<file path="src/rtl/lsu_subword.sv">
// -----------------------------------------------------------------------------
// lsu_subword
//
// Load/store unit placed in front of a word-only data memory that reads
// combinationally and writes on the rising clock edge.
//
// Loads pick the addressed byte or halfword lane and sign- or zero-extend it.
// Word stores are written straight through. Byte and halfword stores are done
// as a two-cycle read-modify-write:
//   1. read the word,
//   2. merge the new lane into it,
//   3. write the whole word back.
// Requests that are misaligned, or that use the reserved size, are rejected
// with a one-cycle err pulse.
//
// Parameters:
//   MISALIGN_TRAP  1: a misaligned request raises err and touches no memory.
//                  0: the low address bits are forced to alignment and the
//                     access proceeds.
//
// Ports:
//   clk        in   system clock; all state changes on the rising edge
//   reset      in   synchronous, active-low reset
//   req        in   access request, sampled only while ready=1
//   we         in   1 = store, 0 = load
//   size       in   2'b00 byte, 2'b01 half, 2'b10 word, 2'b11 reserved
//   uns        in   load extension: 1 = zero-extend, 0 = sign-extend
//   addr       in   byte address
//   wdata      in   store data, right-justified
//   ready      out  unit idle and able to accept req
//   done       out  one-cycle pulse when an access completes
//   err        out  one-cycle pulse when a request is rejected
//   rdata      out  extended load result; changed only by loads
//   mem_rd     out  data memory read enable
//   mem_wr     out  data memory write enable
//   mem_addr   out  word-aligned memory address
//   mem_wdata  out  word to write
//   mem_rdata  in   memory read word (combinational from mem_addr)
// -----------------------------------------------------------------------------
module lsu_subword #(
  parameter bit MISALIGN_TRAP = 1'b1
) (
  input  logic        clk,
  input  logic        reset,
  input  logic        req,
  input  logic        we,
  input  logic [1:0]  size,
  input  logic        uns,
  input  logic [31:0] addr,
  input  logic [31:0] wdata,
  output logic        ready,
  output logic        done,
  output logic        err,
  output logic [31:0] rdata,
  output logic        mem_rd,
  output logic        mem_wr,
  output logic [31:0] mem_addr,
  output logic [31:0] mem_wdata,
  input  logic [31:0] mem_rdata
);

  typedef enum logic [1:0] {
    IDLE   = 2'b00,
    LOAD   = 2'b01,
    RMW_RD = 2'b10,
    WRITE  = 2'b11
  } state_t;

  state_t      state_r;
  state_t      state_nxt_s;
  logic [31:0] addr_r;
  logic [1:0]  size_r;
  logic        we_r;
  logic        uns_r;
  logic [31:0] wdata_r;
  logic [31:0] merge_r;
  logic [31:0] rdata_r;
  logic        done_r;
  logic        err_r;
  logic        bad_req_s;

  // True when the low address bits do not suit the access size.
  function automatic logic is_misaligned(input logic [1:0] sz, input logic [1:0] lo);
    logic res;
    case (sz)
      2'b00:   res = 1'b0;
      2'b01:   res = lo[0];
      2'b10:   res = (lo != 2'b00);
      default: res = 1'b1;
    endcase
    return res;
  endfunction

  // Clears the address bits below the access size.
  // This is a no-op for aligned addresses. With MISALIGN_TRAP=0 it is what
  // realigns a misaligned request before the access proceeds.
  function automatic logic [31:0] align_addr(input logic [31:0] a, input logic [1:0] sz);
    logic [31:0] res;
    case (sz)
      2'b01:   res = {a[31:1], 1'b0};
      2'b10:   res = {a[31:2], 2'b00};
      default: res = a;
    endcase
    return res;
  endfunction

  // Selects the addressed little-endian lane and extends it to 32 bits.
  function automatic logic [31:0] load_extract(input logic [31:0] word, input logic [1:0] sz,
                                               input logic [1:0] lo, input logic un);
    logic [7:0]  b;
    logic [15:0] h;
    logic [31:0] res;
    case (lo)
      2'b00:   b = word[7:0];
      2'b01:   b = word[15:8];
      2'b10:   b = word[23:16];
      2'b11:   b = word[31:24];
      default: b = 8'h00;
    endcase
    h = lo[1] ? word[31:16] : word[15:0];
    case (sz)
      2'b00:   res = un ? {24'h000000, b} : {{24{b[7]}}, b};
      2'b01:   res = un ? {16'h0000, h} : {{16{h[15]}}, h};
      default: res = word;
    endcase
    return res;
  endfunction

  // Replaces the target lane of the memory word with the low bits of the store data.
  function automatic logic [31:0] merge_lane(input logic [31:0] word, input logic [31:0] wd,
                                             input logic [1:0] sz, input logic [1:0] lo);
    logic [31:0] res;
    res = word;
    case (sz)
      2'b00: begin
        case (lo)
          2'b00:   res[7:0]   = wd[7:0];
          2'b01:   res[15:8]  = wd[7:0];
          2'b10:   res[23:16] = wd[7:0];
          2'b11:   res[31:24] = wd[7:0];
          default: res = word;
        endcase
      end
      2'b01: begin
        if (lo[1]) res[31:16] = wd[15:0];
        else       res[15:0]  = wd[15:0];
      end
      default: res = wd;
    endcase
    return res;
  endfunction

  // Decides whether the incoming request must be rejected.
  // The reserved size is always rejected. Misalignment is rejected only in
  // trap mode.
  always_comb begin
    bad_req_s = 1'b0;
    if (size == 2'b11) begin
      bad_req_s = 1'b1;
    end else if (MISALIGN_TRAP == 1'b1) begin
      bad_req_s = is_misaligned(size, addr[1:0]);
    end else begin
      bad_req_s = 1'b0;
    end
  end

  // Next-state logic.
  always_comb begin
    state_nxt_s = state_r;
    case (state_r)
      IDLE: begin
        if (!req) begin
          state_nxt_s = IDLE;
        end else if (bad_req_s) begin
          state_nxt_s = IDLE;
        end else if (!we) begin
          state_nxt_s = LOAD;
        end else if (size == 2'b10) begin
          state_nxt_s = WRITE;
        end else begin
          state_nxt_s = RMW_RD;
        end
      end
      LOAD:    state_nxt_s = IDLE;
      RMW_RD:  state_nxt_s = WRITE;
      WRITE:   state_nxt_s = IDLE;
      default: state_nxt_s = IDLE;
    endcase
  end

  // Memory-side decodes.
  // Read and write enables come only from the state, so they are mutually
  // exclusive and both low while idle.
  always_comb begin
    ready     = (state_r == IDLE);
    mem_rd    = (state_r == LOAD) || (state_r == RMW_RD);
    mem_wr    = (state_r == WRITE);
    mem_addr  = {addr_r[31:2], 2'b00};
    mem_wdata = 32'h00000000;
    if (size_r == 2'b10) begin
      mem_wdata = wdata_r;
    end else begin
      mem_wdata = merge_r;
    end
  end

  // State register, request latches, merge/result registers and response pulses.
  always_ff @(posedge clk) begin
    if (!reset) begin
      state_r <= IDLE;
      addr_r  <= 32'h00000000;
      size_r  <= 2'b00;
      we_r    <= 1'b0;
      uns_r   <= 1'b0;
      wdata_r <= 32'h00000000;
      merge_r <= 32'h00000000;
      rdata_r <= 32'h00000000;
      done_r  <= 1'b0;
      err_r   <= 1'b0;
    end else begin
      state_r <= state_nxt_s;
      done_r  <= 1'b0;
      err_r   <= 1'b0;
      case (state_r)
        IDLE: begin
          if (req) begin
            addr_r  <= align_addr(addr, size);
            size_r  <= size;
            we_r    <= we;
            uns_r   <= uns;
            wdata_r <= wdata;
            err_r   <= bad_req_s;
          end
        end
        LOAD: begin
          rdata_r <= load_extract(mem_rdata, size_r, addr_r[1:0], uns_r);
          done_r  <= 1'b1;
        end
        RMW_RD: begin
          merge_r <= merge_lane(mem_rdata, wdata_r, size_r, addr_r[1:0]);
        end
        WRITE: begin
          done_r <= 1'b1;
        end
        default: begin
          done_r <= 1'b0;
        end
      endcase
    end
  end

  assign done  = done_r;
  assign err   = err_r;
  assign rdata = rdata_r;

endmodule

</file>
<file path="config.mk">
export PLATFORM = sky130hd
export DESIGN_NAME = lsu_subword
export DESIGN_NICKNAME = d
export VERILOG_FILES = /design/src/rtl/lsu_subword.sv
export SDC_FILE = /design/constraint.sdc
export NUM_CORES = 1
export LEC_CHECK = 0
export BUFFER_PORTS_ARGS = -buffer_cell sky130_fd_sc_hd__buf_2
export CAP_MARGIN = 5
export CORE_ASPECT_RATIO = 1.5
export CORE_UTILIZATION = 57
export DETAILED_ROUTE_END_ITERATION = 10
export HOLD_SLACK_MARGIN = 0.08
export PLACE_DENSITY = 0.87
export SYNTH_ARGS = -nofsm -noshare
export SYNTH_HDL_FRONTEND = slang
export SYNTH_SLANG_ARGS = --single-unit
export TNS_END_PERCENT = 10
</file>
<file path="constraint.sdc">
create_clock -name clk -period 4.35 [get_ports clk]
set_input_delay 0.435 -clock clk [delete_from_list [all_inputs] [get_ports clk]]
set_output_delay 0.435 -clock clk [all_outputs]
set_load 0.05 [all_outputs]
</file>
# Word-level counts from Yosys, hierarchy flattened
# Index checks and enable logic that the tools add are counted.
# Widths: inputs -> output; s select.
# totals
register_bits	135
output_inout_bits	101
in_bits	103
# op_classes
reduce_logical	9
mux	22
eq_ne	11
# op_table
op	n
$pmux 32 s2	2
$mux 32	3
$mux 16	3
$mux 8	4
$pmux 8 s4	1
$eq 2x2->1 const B	7
$eq 2x1->1 const B	4
$logic_not 2->1	4
$mux 2	3
$pmux 2 s3	1
$pmux 2 s2	1
$mux 1	3
$pmux 1 s3	1
$reduce_and 3->1	1
$reduce_and 2->1	1
$reduce_bool 2->1	1
$reduce_or 2->1	1
$logic_or 1x1->1	1

# Logic depth before layout (Yosys ltp)
# Gate-level depths: netlist (run 1).
# depth
depth_word	6
ltp_mapped	8
depth_no_buf	5

# Worst setup path after synthesis (run 1)
# No wires, ideal clock.
# synth_path
path_type	flip-flop to flip-flop
start	register state_r[0]
end	register wdata_r[10]
stages_incl_launch_ff	9
t_required_ns	4.274
setup_slack_ns	2.386
arrival_ns	1.889
path_buffers	3
setup_ns	0.076
cell_sequence	dfxtp_1 > inv_1 > ha_1 > and2_1 > clkbuf_1 > buf_2 > buf_1 > nand2_1 > a21boi_0
# synth_via
elab_chain_cells	2
# synth_rtl
item	line_no	source
from (decl)	69	state_t state_r;
from (signal assigned)	221	state_r <= state_nxt_s;
$logic_not 2->1	-	
via ready	51	output logic ready,
$reduce_and 2->1 (no source line)	-	
to (signal assigned)	231	wdata_r <= wdata;
to (decl)	75	logic [31:0] wdata_r;
# The timed path passes the listed nets, and every way through them passes these cells.
# A chain may end at the register's enable or synchronous reset.

# Worst setup path in the final report (run 1)
# layout_path
start	register size_r[0]
end	output port mem_wdata[25]
# layout_via
elab_chain_cells	2
# layout_rtl
item	line_no	source
from (decl)	72	logic [1:0] size_r;
from (signal assigned)	228	size_r <= size;
$eq 2x2->1	200	if (size_r == 2'b10) begin
$mux 32	200	
to (decl)	58	output logic [31:0] mem_wdata,
# Every way passes these cells.

==> results.txt, run 1 <==
----------------------------------------------------
[Run status]
  Status ... complete, no violations

[Power and ir drop]
  Total power after layout ... 3650 uW
  Peak supply drop ... 0.339 mV
  Power per unit of standard cell area ... 431 nW/um^2
  Static leakage ... 0.00369 uW

[CTS]
  CTS tree ... built
  CTS resizes ... 0
  Clock latency on the worst-skew pair ... 0.42 ns
  Clock tree sinks ... 135
  Post-CTS Setup Bufs ... 0
  Total clock buffers created by CTS ... 17
  Htree depth ... 4
  Max Buffers Root-to-Sink ... 2
  Clock Tree Root ... sky130_fd_sc_hd__clkbuf_16
  Number of buffers added to fix hold violations after cts ... 0
  Post-CTS clock slew at the launch and capture registers of the worst setup and hold paths ... 0.06 ns

[Worst setup path]
  Worst setup slack for register-to-register paths ... 1.45 ns
  Start-to-end type of the worst setup path ... reg -> out
  Max Fanout on Critical Path ... 17
  Worst Setup End Kind ... output pin
  Arrival time worst endpoint ... 2.62 ns
  Worst reg2reg endpoint ... merge_r[20]
  Reg-to-reg startpoint ... addr_r[1]
  Worst r2r path cells ... 4
  CP Launch Type ... flip-flop
  Req. time, crit path ... 3.91 ns

[Min path]
  Hold Startpoint ... wdata[3]
  Number of cells on the worst hold path ... 3
  Sink of the worst hold path ... wdata_r[3]
  Hold/Removal Path Class ... in -> reg

[Timing]
  Worst Tran Pin Value ... 1.12 ns
  Post-route setup TNS ... 0 ns
  Hold violation total from the final report ... 0
  Part of the cycle the worst path needs ... 0.702
  Final setup skew ... 0.0102 ns
  FMAX ... 0.328 GHz
  Final Max Slew Viols ... 0
  Hold Worst Slack ... 0.268 ns
  Unrepaired setup endpoints after global routing ... no
  Final number of setup-violating endpoints ... 0
  Minimum clock period after layout ... 3.05 ns
  Worst slew slack as a fraction of its limit ... 0.251

[Global routing]
  Number of antenna violations at the first check in global routing ... 0
  Number of global-route vias before repair ... 6,299
  Overflow left after global routing ... 0
  Wire length of the first global-routing pass ... 31,800 microns
  Largest net degree at the start of global routing ... 137
  Global routing usage summed across all routing layers ... 0.313

[Floorplanning]
  X dimension of the die ... 93.1 microns
  Die boundary height ... 139 microns
  Floorplan die area ... 12,900 sq um
  Core region area ... 12,100 sq um
  Std cell rows ... 49
  Number of I/O pins ... 204
  Effective utilization at floorplan ... 0.587

[Layout]
  Layout overhead on the synthesized area ... 19.4%
  FILL cells ... 970
  Post-layout instance area ... 8470 sq um
  Total Nets Final ... 1,078
  Number of antenna diodes ... 0
  Share of cells above drive strength 1 ... 0.316
  Post-layout utilization of the core ... 0.701

[Synthesis]
  Synth Instances ... 846
  Leading register cell type out of synthesis ... sky130_fd_sc_hd__dfxtp_1
  Post-Synthesis Mean Instance Area ... 8.38 sq um
  Number of enable flip-flop cells after synthesis ... 0
  Proportion of synthesized flip-flops having asynchronous set or reset ... 0
  Post-Syn Area ... 7090 sq um
  Number of synthesis warnings ... 0
  Post-synth cell types ... 46
  Sequential area share after synthesis ... 0.381
  Register bit count reported by yosys ... 135

[Place]
  Total half-perimeter wirelength after legalization and detailed placement ... 13,700 microns
  Placement Cell Area ... 7790 sq um
  Port Buffer Count ... 201
  Global placer's final weighted congestion ... 0.888

[Route]
  Final wirelength ... 20,100 microns
  Router iterations before antenna repair ... 5
  Via density per instance ... 5.94
  Vias ... 6,726
  Antenna-violating nets left ... 0
  Count of unresolved DRC violations after routing ... 0
  Avg WL per Cell ... 17.8 microns
  Number of design-rule violations left by the first detailed-router iteration ... 613

[Flow run]
  Number of max-capacitance violations reported ... 0

----------------------------------------------------
-- area by class of cell --
type | instances | area (sq um) | area share
multi-input combinational | 596 | 3800 | 0.449
sequential | 135 | 2700 | 0.319
timing repair buffer | 208 | 1060 | 0.125
clock buffer | 21 | 480 | 0.0567
clock inverter | 11 | 194 | 0.0229
tap | 153 | 191 | 0.0226
inverter | 9 | 33.8 | 0.00399
-- power breakdown --
group | internal (uW) | leakage [uW] | switching [uW]
Combinational | 203 | 0.00226 | 443
Sequential | 1310 | 0.00110 | 69.7
Clock | 1080 | 0.000318 | 546
-- state kept, by name (all words and copies together) (netlist names) --
register	flops
size_r	2
done	1
addr_r	32
uns_r	1
wdata_r	32
state_r	2
rdata	32
merge_r	32
err	1
-- layout by cell type, fill, tap and decap left out, types with 3 or more instances in the layout --
cell type                    instances
sky130_fd_sc_hd__a211oi_1            6
sky130_fd_sc_hd__a211oi_2           10
sky130_fd_sc_hd__a21boi_0           67
sky130_fd_sc_hd__a21oi_1            32
sky130_fd_sc_hd__a221oi_1           10
sky130_fd_sc_hd__a22o_1              9
sky130_fd_sc_hd__a22oi_1            24
sky130_fd_sc_hd__a31oi_1            17
sky130_fd_sc_hd__a41oi_1            15
sky130_fd_sc_hd__and3_1              7
sky130_fd_sc_hd__buf_2             200
sky130_fd_sc_hd__buf_4               8
sky130_fd_sc_hd__bufinv_16           5
sky130_fd_sc_hd__clkbuf_16          17
sky130_fd_sc_hd__clkbuf_8            4
sky130_fd_sc_hd__clkinvlp_4          4
sky130_fd_sc_hd__dfxtp_1           134
sky130_fd_sc_hd__ha_1                8
sky130_fd_sc_hd__inv_1               8
sky130_fd_sc_hd__mux2_1              3
sky130_fd_sc_hd__mux2_2             53
sky130_fd_sc_hd__mux2i_1            16
sky130_fd_sc_hd__nand2_1           197
sky130_fd_sc_hd__nand2b_1            3
sky130_fd_sc_hd__nor2_1             12
sky130_fd_sc_hd__nor3b_1             9
sky130_fd_sc_hd__o21a_1              3
sky130_fd_sc_hd__o21ai_0            66
sky130_fd_sc_hd__o21bai_1            7
-- cells in the mapped netlist (2+ instances only) --
master	instances	area (sq um)
sky130_fd_sc_hd__nand2b_1	3	18.8
sky130_fd_sc_hd__mux2_1	3	33.8
sky130_fd_sc_hd__ha_1	8	100
sky130_fd_sc_hd__a221oi_1	10	87.6
sky130_fd_sc_hd__a21boi_0	67	503
sky130_fd_sc_hd__a22o_1	9	78.8
sky130_fd_sc_hd__o21a_1	3	22.5
sky130_fd_sc_hd__a41oi_1	15	131
sky130_fd_sc_hd__o21ai_0	66	330
sky130_fd_sc_hd__a22oi_1	24	180
sky130_fd_sc_hd__o21bai_1	7	52.6
sky130_fd_sc_hd__nor3b_1	9	67.6
sky130_fd_sc_hd__clkbuf_1	54	203
sky130_fd_sc_hd__a211oi_1	6	45.0
sky130_fd_sc_hd__a31oi_1	17	106
sky130_fd_sc_hd__mux2_2	53	597
sky130_fd_sc_hd__a211oi_2	10	125
sky130_fd_sc_hd__and3_1	7	43.8
sky130_fd_sc_hd__buf_1	4	15.0
sky130_fd_sc_hd__buf_2	14	70.1
sky130_fd_sc_hd__nor2b_1	2	12.5
sky130_fd_sc_hd__buf_4	32	240
sky130_fd_sc_hd__mux2i_1	16	160
sky130_fd_sc_hd__buf_6	3	33.8
sky130_fd_sc_hd__nor2_1	13	48.8
sky130_fd_sc_hd__a21oi_1	32	160
sky130_fd_sc_hd__inv_1	8	30.0
sky130_fd_sc_hd__or3_1	2	12.5
sky130_fd_sc_hd__nand2_1	198	743
sky130_fd_sc_hd__dfxtp_1	135	2700
-- worst max-delay path: stages (launching register included) --
cell and delay (ns):
sky130_fd_sc_hd__dfxtp_1 0.49, sky130_fd_sc_hd__nor2_2 0.73, sky130_fd_sc_hd__buf_4 0.39, sky130_fd_sc_hd__mux2_2 0.38, sky130_fd_sc_hd__buf_2 0.21
-- worst max path at each step --
stage | slack (ns) | startpoint | cells past startpoint | endpoint
6_report | 1.30 | size_r[0] | 4 | mem_wdata[25]
5_1_grt | 1.17 | size_r[0] | 4 | mem_wdata[26]
4_1_cts | 1.29 | size_r[0] | 4 | mem_wdata[23]
3_5_place_dp | 1.58 | addr_r[1] | 4 | merge_r[20]
3_3_place_gp | 1.66 | addr_r[1] | 4 | merge_r[27]
2_1_floorplan | 2.39 | state_r[0] | 8 | wdata_r[10]
-- kinds of logic (layout without fill, tap and decap cells) --
group,Yosys count,count (layout),share of synthesized area
compound gates,274,274,0.268
fa+ha+maj,8,8,0.0141
buf+inv,116,249,0.0840
flops,135,135,0.381
mux,72,72,0.112
other cells,1,2,0.000529
simple gates,240,240,0.140
-- routing by layer --
layer	part of all wire	up-vias	track usage
met5	0	-	0
met4	0.057	0	0.202
met3	0.073	78	0.0614
met2	0.48	360	0.506
met1	0.39	3099	0.373
li1	-	3189	-
-- metrics by stage --
step                cells  setup WS (ns)
floorplan             847           2.39
global placement     1101           1.66
detailed placement   1101           1.58
CTS                  1133           1.29
global route         1133           1.17
finish               1133           1.30
(Power assumes the default switching activity.)
==> run 2, diff against run 1 <==
- ABC_AREA: unset -> 1
- CORE_UTILIZATION: 57 -> 48
- PLACE_DENSITY: 0.87 -> 0.78
- clock period: 4.35 -> 2.5 ns (I/O delays scaled with it)
==> run 2 against run 1 <==
  * Sequential share of layout area fell by 1.7 points
  * Core utilization decreased by 8.6 points
  * Sequential power increased by 75%
  * Critical path type unchanged
  * Routed wire length is 16% higher
  * Via count increased by 18%
  * Global-route usage down 0.45 points
==> results.txt, run 2 <==
----------------------------------------------------
[Run status]
  Status ... complete, no violations

[CTS]
  Clock latency on the worst-skew pair ... 0.43 ns (about the same)
  Clock tree sinks ... 135 (unchanged)
  Clock Tree Root ... sky130_fd_sc_hd__clkbuf_16
  Max Buffers Root-to-Sink ... 2 (unchanged)
  CTS resizes ... 0 (unchanged)
  Post-CTS clock slew at the launch and capture registers of the worst setup and hold paths ... 0.07 ns (about the same)
  Htree depth ... 4 (unchanged)
  Total clock buffers created by CTS ... 17 (unchanged)
  Post-CTS Setup Bufs ... 0 (unchanged)
  CTS tree ... built

[Floorplanning]
  Effective utilization at floorplan ... 0.493 (-0.0941)
  X dimension of the die ... 102 microns (+9.3%)
  Core region area ... 14,500 sq um (+20%)
  Std cell rows ... 54 (+10%)
  Floorplan die area ... 15,400 sq um (+20%)
  Die boundary height ... 152 microns (+9.4%)
  Number of I/O pins ... 204 (unchanged)

[Layout]
  Layout overhead on the synthesized area ... 24.9%
  Most common library cell in the layout ignoring fill and taps ... sky130_fd_sc_hd__buf_2
  Area taken by flip-flops and latches ... 2700 sq um (about the same)
  Number of antenna diodes ... 0 (unchanged)
  Post-layout instance area ... 8940 sq um (+5.6%)
  Multi-input gate area in the final layout ... 3480 sq um (-8.5%)
  Share of cells above drive strength 1 ... 0.206 (-0.110)
  Total Nets Final ... 1,391 (+29%)
  Top library cells by usage in the layout, fill and taps aside ... sky130_fd_sc_hd__buf_2, sky130_fd_sc_hd__nand2_1, sky130_fd_sc_hd__o21ai_0, sky130_fd_sc_hd__nor2_1, sky130_fd_sc_hd__dfxtp_1
  FILL cells ... 1,394 (+44%)

[Synthesis]
  Post-synth top cells ... sky130_fd_sc_hd__nand2_1, sky130_fd_sc_hd__o21ai_0, sky130_fd_sc_hd__nor2_1
  Leading register cell type out of synthesis ... sky130_fd_sc_hd__dfxtp_1
  Fraction of post-synthesis cell area in the top cell type by area ... 0.377 (-0.00373)
  Number of enable flip-flop cells after synthesis ... 0 (unchanged)
  Register bit count reported by yosys ... 135 (unchanged)
  Post-synth cell types ... 28 (-39%)
  Post-Syn Area ... 7160 sq um (+0.99%)
  Sequential area share after synthesis ... 0.377 (-0.00373)
  Most frequently used cell type in the post-synthesis netlist ... sky130_fd_sc_hd__nand2_1
  Largest area contributor in the synthesized netlist ... sky130_fd_sc_hd__dfxtp_1
  Synth Instances ... 1,113 (+32%)
  Proportion of synthesized flip-flops having asynchronous set or reset ... 0 (unchanged)
  Post-Synthesis Mean Instance Area ... 6.43 sq um (-23%)
  Number of synthesis warnings ... 0 (unchanged)
  Most area-consuming cells after synthesis ... sky130_fd_sc_hd__dfxtp_1, sky130_fd_sc_hd__o21ai_0, sky130_fd_sc_hd__nand2_1

[Worst setup path]
  CP bufs+invs ... 3 (+1)
  Levels on crit path ... 5 (+1)
  Crit path cell chain ... clkinv_2 -> nor2_2 -> inv_1 -> o21ai_0 -> buf_2
  Worst r2r path cells ... 8 (+4)
  Arrival time worst endpoint ... 2.10 ns (-0.52 ns)
  Start point of the critical path ... size_r[1]
  Worst setup slack for register-to-register paths ... 0.50 ns (-0.95 ns)
  Max Fanout on Critical Path ... 22 (+5)
  Worst Setup End Kind ... output pin
  CP Launch Type ... flip-flop
  Master of the slowest instance on the critical path ... sky130_fd_sc_hd__dfxtp_1
  Reg-to-reg startpoint ... state_r[0]
  Req. time, crit path ... 2.25 ns (-1.66 ns)
  Dominant delay contributor by cell family on the critical path ... buffers and inverters
  Largest stage delay on the critical path ... 0.40 ns (-0.33 ns)
  Start-to-end type of the worst setup path ... reg -> out

[Route]
  Via density per instance ... 5.33 (-10%)
  Router iterations before antenna repair ... 6 (+1)
  Vias ... 7,929 (+18%)
  Top routing layer in use ... met5
  Detailed route wirelength on metal3 ... 1740 microns (+18%)
  Count of unresolved DRC violations after routing ... 0 (unchanged)
  Wire length on met1 ... 8920 microns (+15%)
  Antenna-violating nets left ... 0 (unchanged)
  Final wirelength ... 23,400 microns (+16%)
  Wire length on met2 ... 11,300 microns (+15%)
  Avg WL per Cell ... 15.7 microns (-11%)
  Number of design-rule violations left by the first detailed-router iteration ... 588 (-4.1%)

[Global routing]
  Wire length of the first global-routing pass ... 36,200 microns (+14%)
  Global routing usage summed across all routing layers ... 0.308 (-0.00450)
  Overflow left after global routing ... 0 (unchanged)
  Number of global-route vias before repair ... 7,310 (+16%)
  Number of antenna violations at the first check in global routing ... 1 (+1)
  Largest net degree at the start of global routing ... 93 (-32%)

[Power and ir drop]
  Power per unit of standard cell area ... 731 nW/um^2 (+70%)
  Peak supply drop ... 0.466 mV (+37%)
  Static leakage ... 0.00448 uW (+22%)

[Min path]
  Hold Startpoint ... addr[7]
  Number of cells on the worst hold path ... 3 (unchanged)
  Hold/Removal Path Class ... in -> reg

[Timing]
  Post-route worst setup slack ... 0.149 ns (-1.15 ns)
  Final Max Slew Viols ... 0 (unchanged)
  Worst slew slack as a fraction of its limit ... 0.466 (+0.215)
  Final number of setup-violating endpoints ... 0 (unchanged)
  Part of the cycle the worst path needs ... 0.941
  FMAX ... 0.425 GHz
  Minimum clock period after layout ... 2.35 ns
  Worst Tran Pin Value ... 0.801 ns (-0.323 ns)
  Hold violation total from the final report ... 0 (unchanged)
  Unrepaired setup endpoints after global routing ... no
  Post-route setup TNS ... 0 ns (unchanged)
  Final setup skew ... 0.00988 ns (-0.000294 ns)

[Place]
  Placement Cell Area ... 8070 sq um (+3.6%)
  Global placer's final weighted congestion ... 1.10 (+24%)
  Setup Slack @ Placement ... 0.589 ns (-0.989 ns)
  Total half-perimeter wirelength after legalization and detailed placement ... 16,500 microns (+20%)
  Port Buffer Count ... 201 (unchanged)

[Flow run]
  Number of max-capacitance violations reported ... 0 (unchanged)

----------------------------------------------------
==> run 2: cell count changes after synthesis, moves of 12 or more <==
cell | before | now
sky130_fd_sc_hd__a22oi_1 | 24 | 0
sky130_fd_sc_hd__mux2_2 | 53 | 0
sky130_fd_sc_hd__a21boi_0 | 67 | 0
sky130_fd_sc_hd__a21oi_1 | 32 | 119
sky130_fd_sc_hd__nand3_1 | 1 | 48
sky130_fd_sc_hd__mux2i_1 | 16 | 0
sky130_fd_sc_hd__nor2_1 | 13 | 144
sky130_fd_sc_hd__o211ai_1 | 1 | 13
sky130_fd_sc_hd__a41oi_1 | 15 | 0
sky130_fd_sc_hd__inv_1 | 8 | 119
sky130_fd_sc_hd__o21ai_0 | 66 | 195
==> run 2: cell families after synthesis <==
logic type      after synthesis  synth area share
flops                       135             0.377
compound gates              341             0.246
other cells                   1          0.000524
fa+ha+maj                     8            0.0140
simple gates                402             0.224
buf+inv                     226             0.138
==> run 2: worst reg2reg max path, stage by stage, from the launching register on <==
cell and delay (ns):
sky130_fd_sc_hd__dfxtp_1 0.33, sky130_fd_sc_hd__inv_1 0.11, sky130_fd_sc_hd__ha_1 0.19, sky130_fd_sc_hd__clkinv_1 0.56
sky130_fd_sc_hd__buf_4 0.39, sky130_fd_sc_hd__a21oi_1 0.12, sky130_fd_sc_hd__nand3_1 0.09, sky130_fd_sc_hd__nand2_1 0.07
sky130_fd_sc_hd__inv_1 0.04
==> run 2: cell type report <==
| type | instances | area share |
|---|---|---|
| Multi-Input combinational cell | 753 | 0.389 |
| Tap cell | 196 | 0.0274 |
| Sequential cell | 135 | 0.302 |
| Inverter | 125 | 0.0526 |
| Clock inverter | 15 | 0.0204 |
| Clock buffer | 17 | 0.0476 |
| Timing Repair Buffer | 248 | 0.161 |
==> run 2: per-layer routing <==
metal  track usage  vias up
met5             0        -
met3        0.0670       96
met2         0.506      382
met4         0.214        2
met1         0.353     3548
li1              -     3901
==> run 2: where the power goes <==
part | switching, uW | internal (uW)
logic | 1110 | 417
clock network | 1090 | 1510
registers | 103 | 2300
total | 2300 | 4230
==> run 2: stage by stage <==
step                      hold slack [ns]   util  std cells  power [uW]
after global routing               0.0815  0.616       1489        6800
after floorplan                     0.409      -       1114        3540
final                              0.0801  0.616       1489        6540
after CTS                          0.0808  0.615       1488        6540
after detailed placement            0.457  0.556       1431        3920
after global placement              0.457  0.556       1431        3910
==> run 2: path summary, 6_finish.rpt <==
| check | endpoint |
|---|---|
| min reg2reg | wdata_r[21] |
| max reg2reg | merge_r[2] |
| max | mem_wdata[15] |
| min | addr_r[7] |
==> run 2: timing repair <==
action | CTS | global route
setup endpoints to repair | 0 | 0
hold buffers | 25 | 1
hold endpoints to repair | 25 | 1
==> run 3, diff against run 2 <==
- RECOVER_POWER: unset -> 25
==> run 3 against run 2 <==
  * Core utilization is 0.50 points lower
  * Via count shrank 0.16%
  * Die area did not move
  * Routed wire length fell by 0.42%
  * Clock power hardly changed
  * Cell area shrank 0.81%
  * Largest cell class unchanged
==> results.txt, run 3 (synthesized netlist as in run 2, its figures left out) <==
----------------------------------------------------
[Worst setup path]
  Arrival time worst endpoint ... 2.10 ns (about the same)
  Start-to-end type of the worst setup path ... reg -> out
  Max Fanout on Critical Path ... 22 (unchanged)
  Largest stage delay on the critical path ... 0.40 ns (about the same)
  Crit path cell chain ... clkinv_2 -> nor2_2 -> inv_1 -> o21ai_0 -> buf_2
  Dominant delay contributor by cell family on the critical path ... buffers and inverters
  Worst Setup End Kind ... output pin
  CP Launch Type ... flip-flop
  Master of the slowest instance on the critical path ... sky130_fd_sc_hd__dfxtp_1
  CP bufs+invs ... 3 (unchanged)
  Req. time, crit path ... 2.25 ns (about the same)

[Timing]
  Post-route setup TNS ... 0 ns (unchanged)
  Final number of setup-violating endpoints ... 0 (unchanged)
  Hold violation total from the final report ... 0 (unchanged)
  Part of the cycle the worst path needs ... 0.941 (about the same)
  Worst Tran Pin Value ... 0.809 ns (+0.00746 ns)
  Final Max Slew Viols ... 0 (unchanged)
  Minimum clock period after layout ... 2.35 ns (+0.00174 ns)
  Unrepaired setup endpoints after global routing ... no
  Final setup skew ... 0.00944 ns (-0.000449 ns)
  FMAX ... 0.425 GHz (about the same)
  Worst slew slack as a fraction of its limit ... 0.461 (-0.00498)

[Route]
  Router iterations before antenna repair ... 5 (-1)
  Via density per instance ... 5.32 (-0.16%)
  Vias ... 7,916 (-0.16%)
  Antenna-violating nets left ... 0 (unchanged)
  Number of design-rule violations left by the first detailed-router iteration ... 622 (+5.8%)
  Avg WL per Cell ... 15.7 microns (-0.42%)
  Count of unresolved DRC violations after routing ... 0 (unchanged)
  Final wirelength ... 23,400 microns (-0.42%)

[CTS]
  Total clock buffers created by CTS ... 17 (unchanged)
  Clock latency on the worst-skew pair ... 0.43 ns (about the same)
  Clock Tree Root ... sky130_fd_sc_hd__clkbuf_16
  Clock tree sinks ... 135 (unchanged)
  Post-CTS clock slew at the launch and capture registers of the worst setup and hold paths ... 0.07 ns (about the same)
  CTS tree ... built
  Htree depth ... 4 (unchanged)
  Max Buffers Root-to-Sink ... 2 (unchanged)

[Floorplanning]
  Core region area ... 14,500 sq um (unchanged)
  Effective utilization at floorplan ... 0.493 (unchanged)
  X dimension of the die ... 102 microns (unchanged)
  Std cell rows ... 54 (unchanged)
  Number of I/O pins ... 204 (unchanged)
  Die boundary height ... 152 microns (unchanged)
  Floorplan die area ... 15,400 sq um (unchanged)

[Layout]
  Most common library cell in the layout ignoring fill and taps ... sky130_fd_sc_hd__nand2_1
  Total Nets Final ... 1,391 (unchanged)
  Layout overhead on the synthesized area ... 23.9%
  Number of antenna diodes ... 0 (unchanged)
  Share of cells above drive strength 1 ... 0.162 (-0.0449)
  Top library cells by usage in the layout, fill and taps aside ... sky130_fd_sc_hd__nand2_1, sky130_fd_sc_hd__o21ai_0, sky130_fd_sc_hd__nor2_1, sky130_fd_sc_hd__buf_2, sky130_fd_sc_hd__dfxtp_1
  FILL cells ... 1,430 (+2.6%)

[Global routing]
  Largest net degree at the start of global routing ... 93 (unchanged)
  Number of global-route vias before repair ... 7,310 (unchanged)
  Number of antenna violations at the first check in global routing ... 1 (unchanged)
  Wire length of the first global-routing pass ... 36,200 microns (unchanged)
  Global routing usage summed across all routing layers ... 0.308 (unchanged)
  Overflow left after global routing ... 0 (unchanged)

[Place]
  Port Buffer Count ... 201 (unchanged)
  Total half-perimeter wirelength after legalization and detailed placement ... 16,500 microns (unchanged)
  Global placer's final weighted congestion ... 1.10 (unchanged)

[Power and ir drop]
  Power per unit of standard cell area ... 735 nW/um^2 (+0.52%)
  Peak supply drop ... 0.465 mV (-0.12%)
  Static leakage ... 0.00425 uW (-5.1%)
  Total power after layout ... 6520 uW (-0.30%)

[Min path]
  Hold/Removal Path Class ... in -> reg

[Flow run]
  Number of max-capacitance violations reported ... 0 (unchanged)

[Run status]
  Status ... complete, no violations

----------------------------------------------------
## run 3: final cells by class
type                       count  area (sq um)  share of cell area
multi-input combinational    753          3480               0.392
sequential                   135          2700               0.305
timing repair buffer         248          1360               0.154
inverter                     125           470              0.0530
clock buffer                  17           425              0.0480
tap                          196           245              0.0277
clock inverter                15           183              0.0206
## run 3: timing repair
| action | in CTS | in global routing |
|---|---|---|
| endpoints found under the hold margin | 25 | 1 |
| resized for setup | 0 | 0 |
| buffers inserted | 0 | 0 |
| hold buffers | 25 | 1 |
| endpoints found under the setup margin | 0 | 0 |
## run 3: worst paths after layout
check	startpoint	to	slack, ns	cells after the start
worst max register to register	state_r[0]	merge_r[2]	0.51	8
worst min-delay path	addr[7]	addr_r[7]	0.08	3
worst max-delay path	size_r[1]	mem_wdata[15]	0.15	5
worst min register to register	wdata_r[21]	wdata_r[21]	0.46	2
## run 3: metal layers
layer,up-vias,part of all wire,global-route usage
li1,3903,-,-
met1,3540,0.38,0.353
met5,-,0.00073,0
met2,376,0.48,0.506
met3,95,0.075,0.0670
met4,2,0.064,0.214
## run 3: per-stage QoR
stage / cell area [sq um] / hold slack [ns] / setup WS (ns) / std cells / util
CTS: 8930 / 0.0808 / 0.153 / 1488 / 0.615
floorplan: 7160 / 0.409 / 0.0777 / 1114 / -
detailed placement: 8070 / 0.457 / 0.589 / 1431 / 0.556
global route: 8870 / 0.0815 / 0.00476 / 1489 / 0.611
finish: 8870 / 0.0817 / 0.147 / 1489 / 0.611
global placement: 8070 / 0.457 / 0.618 / 1431 / 0.556
## run 3: worst reg2reg max path, stage by stage, from the launching register on
cell and delay [ns]:
sky130_fd_sc_hd__dfxtp_1 0.33, sky130_fd_sc_hd__inv_1 0.11, sky130_fd_sc_hd__ha_1 0.19, sky130_fd_sc_hd__clkinv_1 0.55
sky130_fd_sc_hd__buf_4 0.39, sky130_fd_sc_hd__a21oi_1 0.12, sky130_fd_sc_hd__nand3_1 0.10, sky130_fd_sc_hd__nand2_1 0.07
sky130_fd_sc_hd__inv_1 0.04
## run 3: power breakdown
| group | total (uW) | switching [uW] | internal, uW |
|---|---|---|---|
| clock | 2610 | 1090 | 1510 |
| combinational | 1500 | 1100 | 398 |
| sequential | 2410 | 105 | 2300 |
| total | 6520 | 2300 | 4220 |
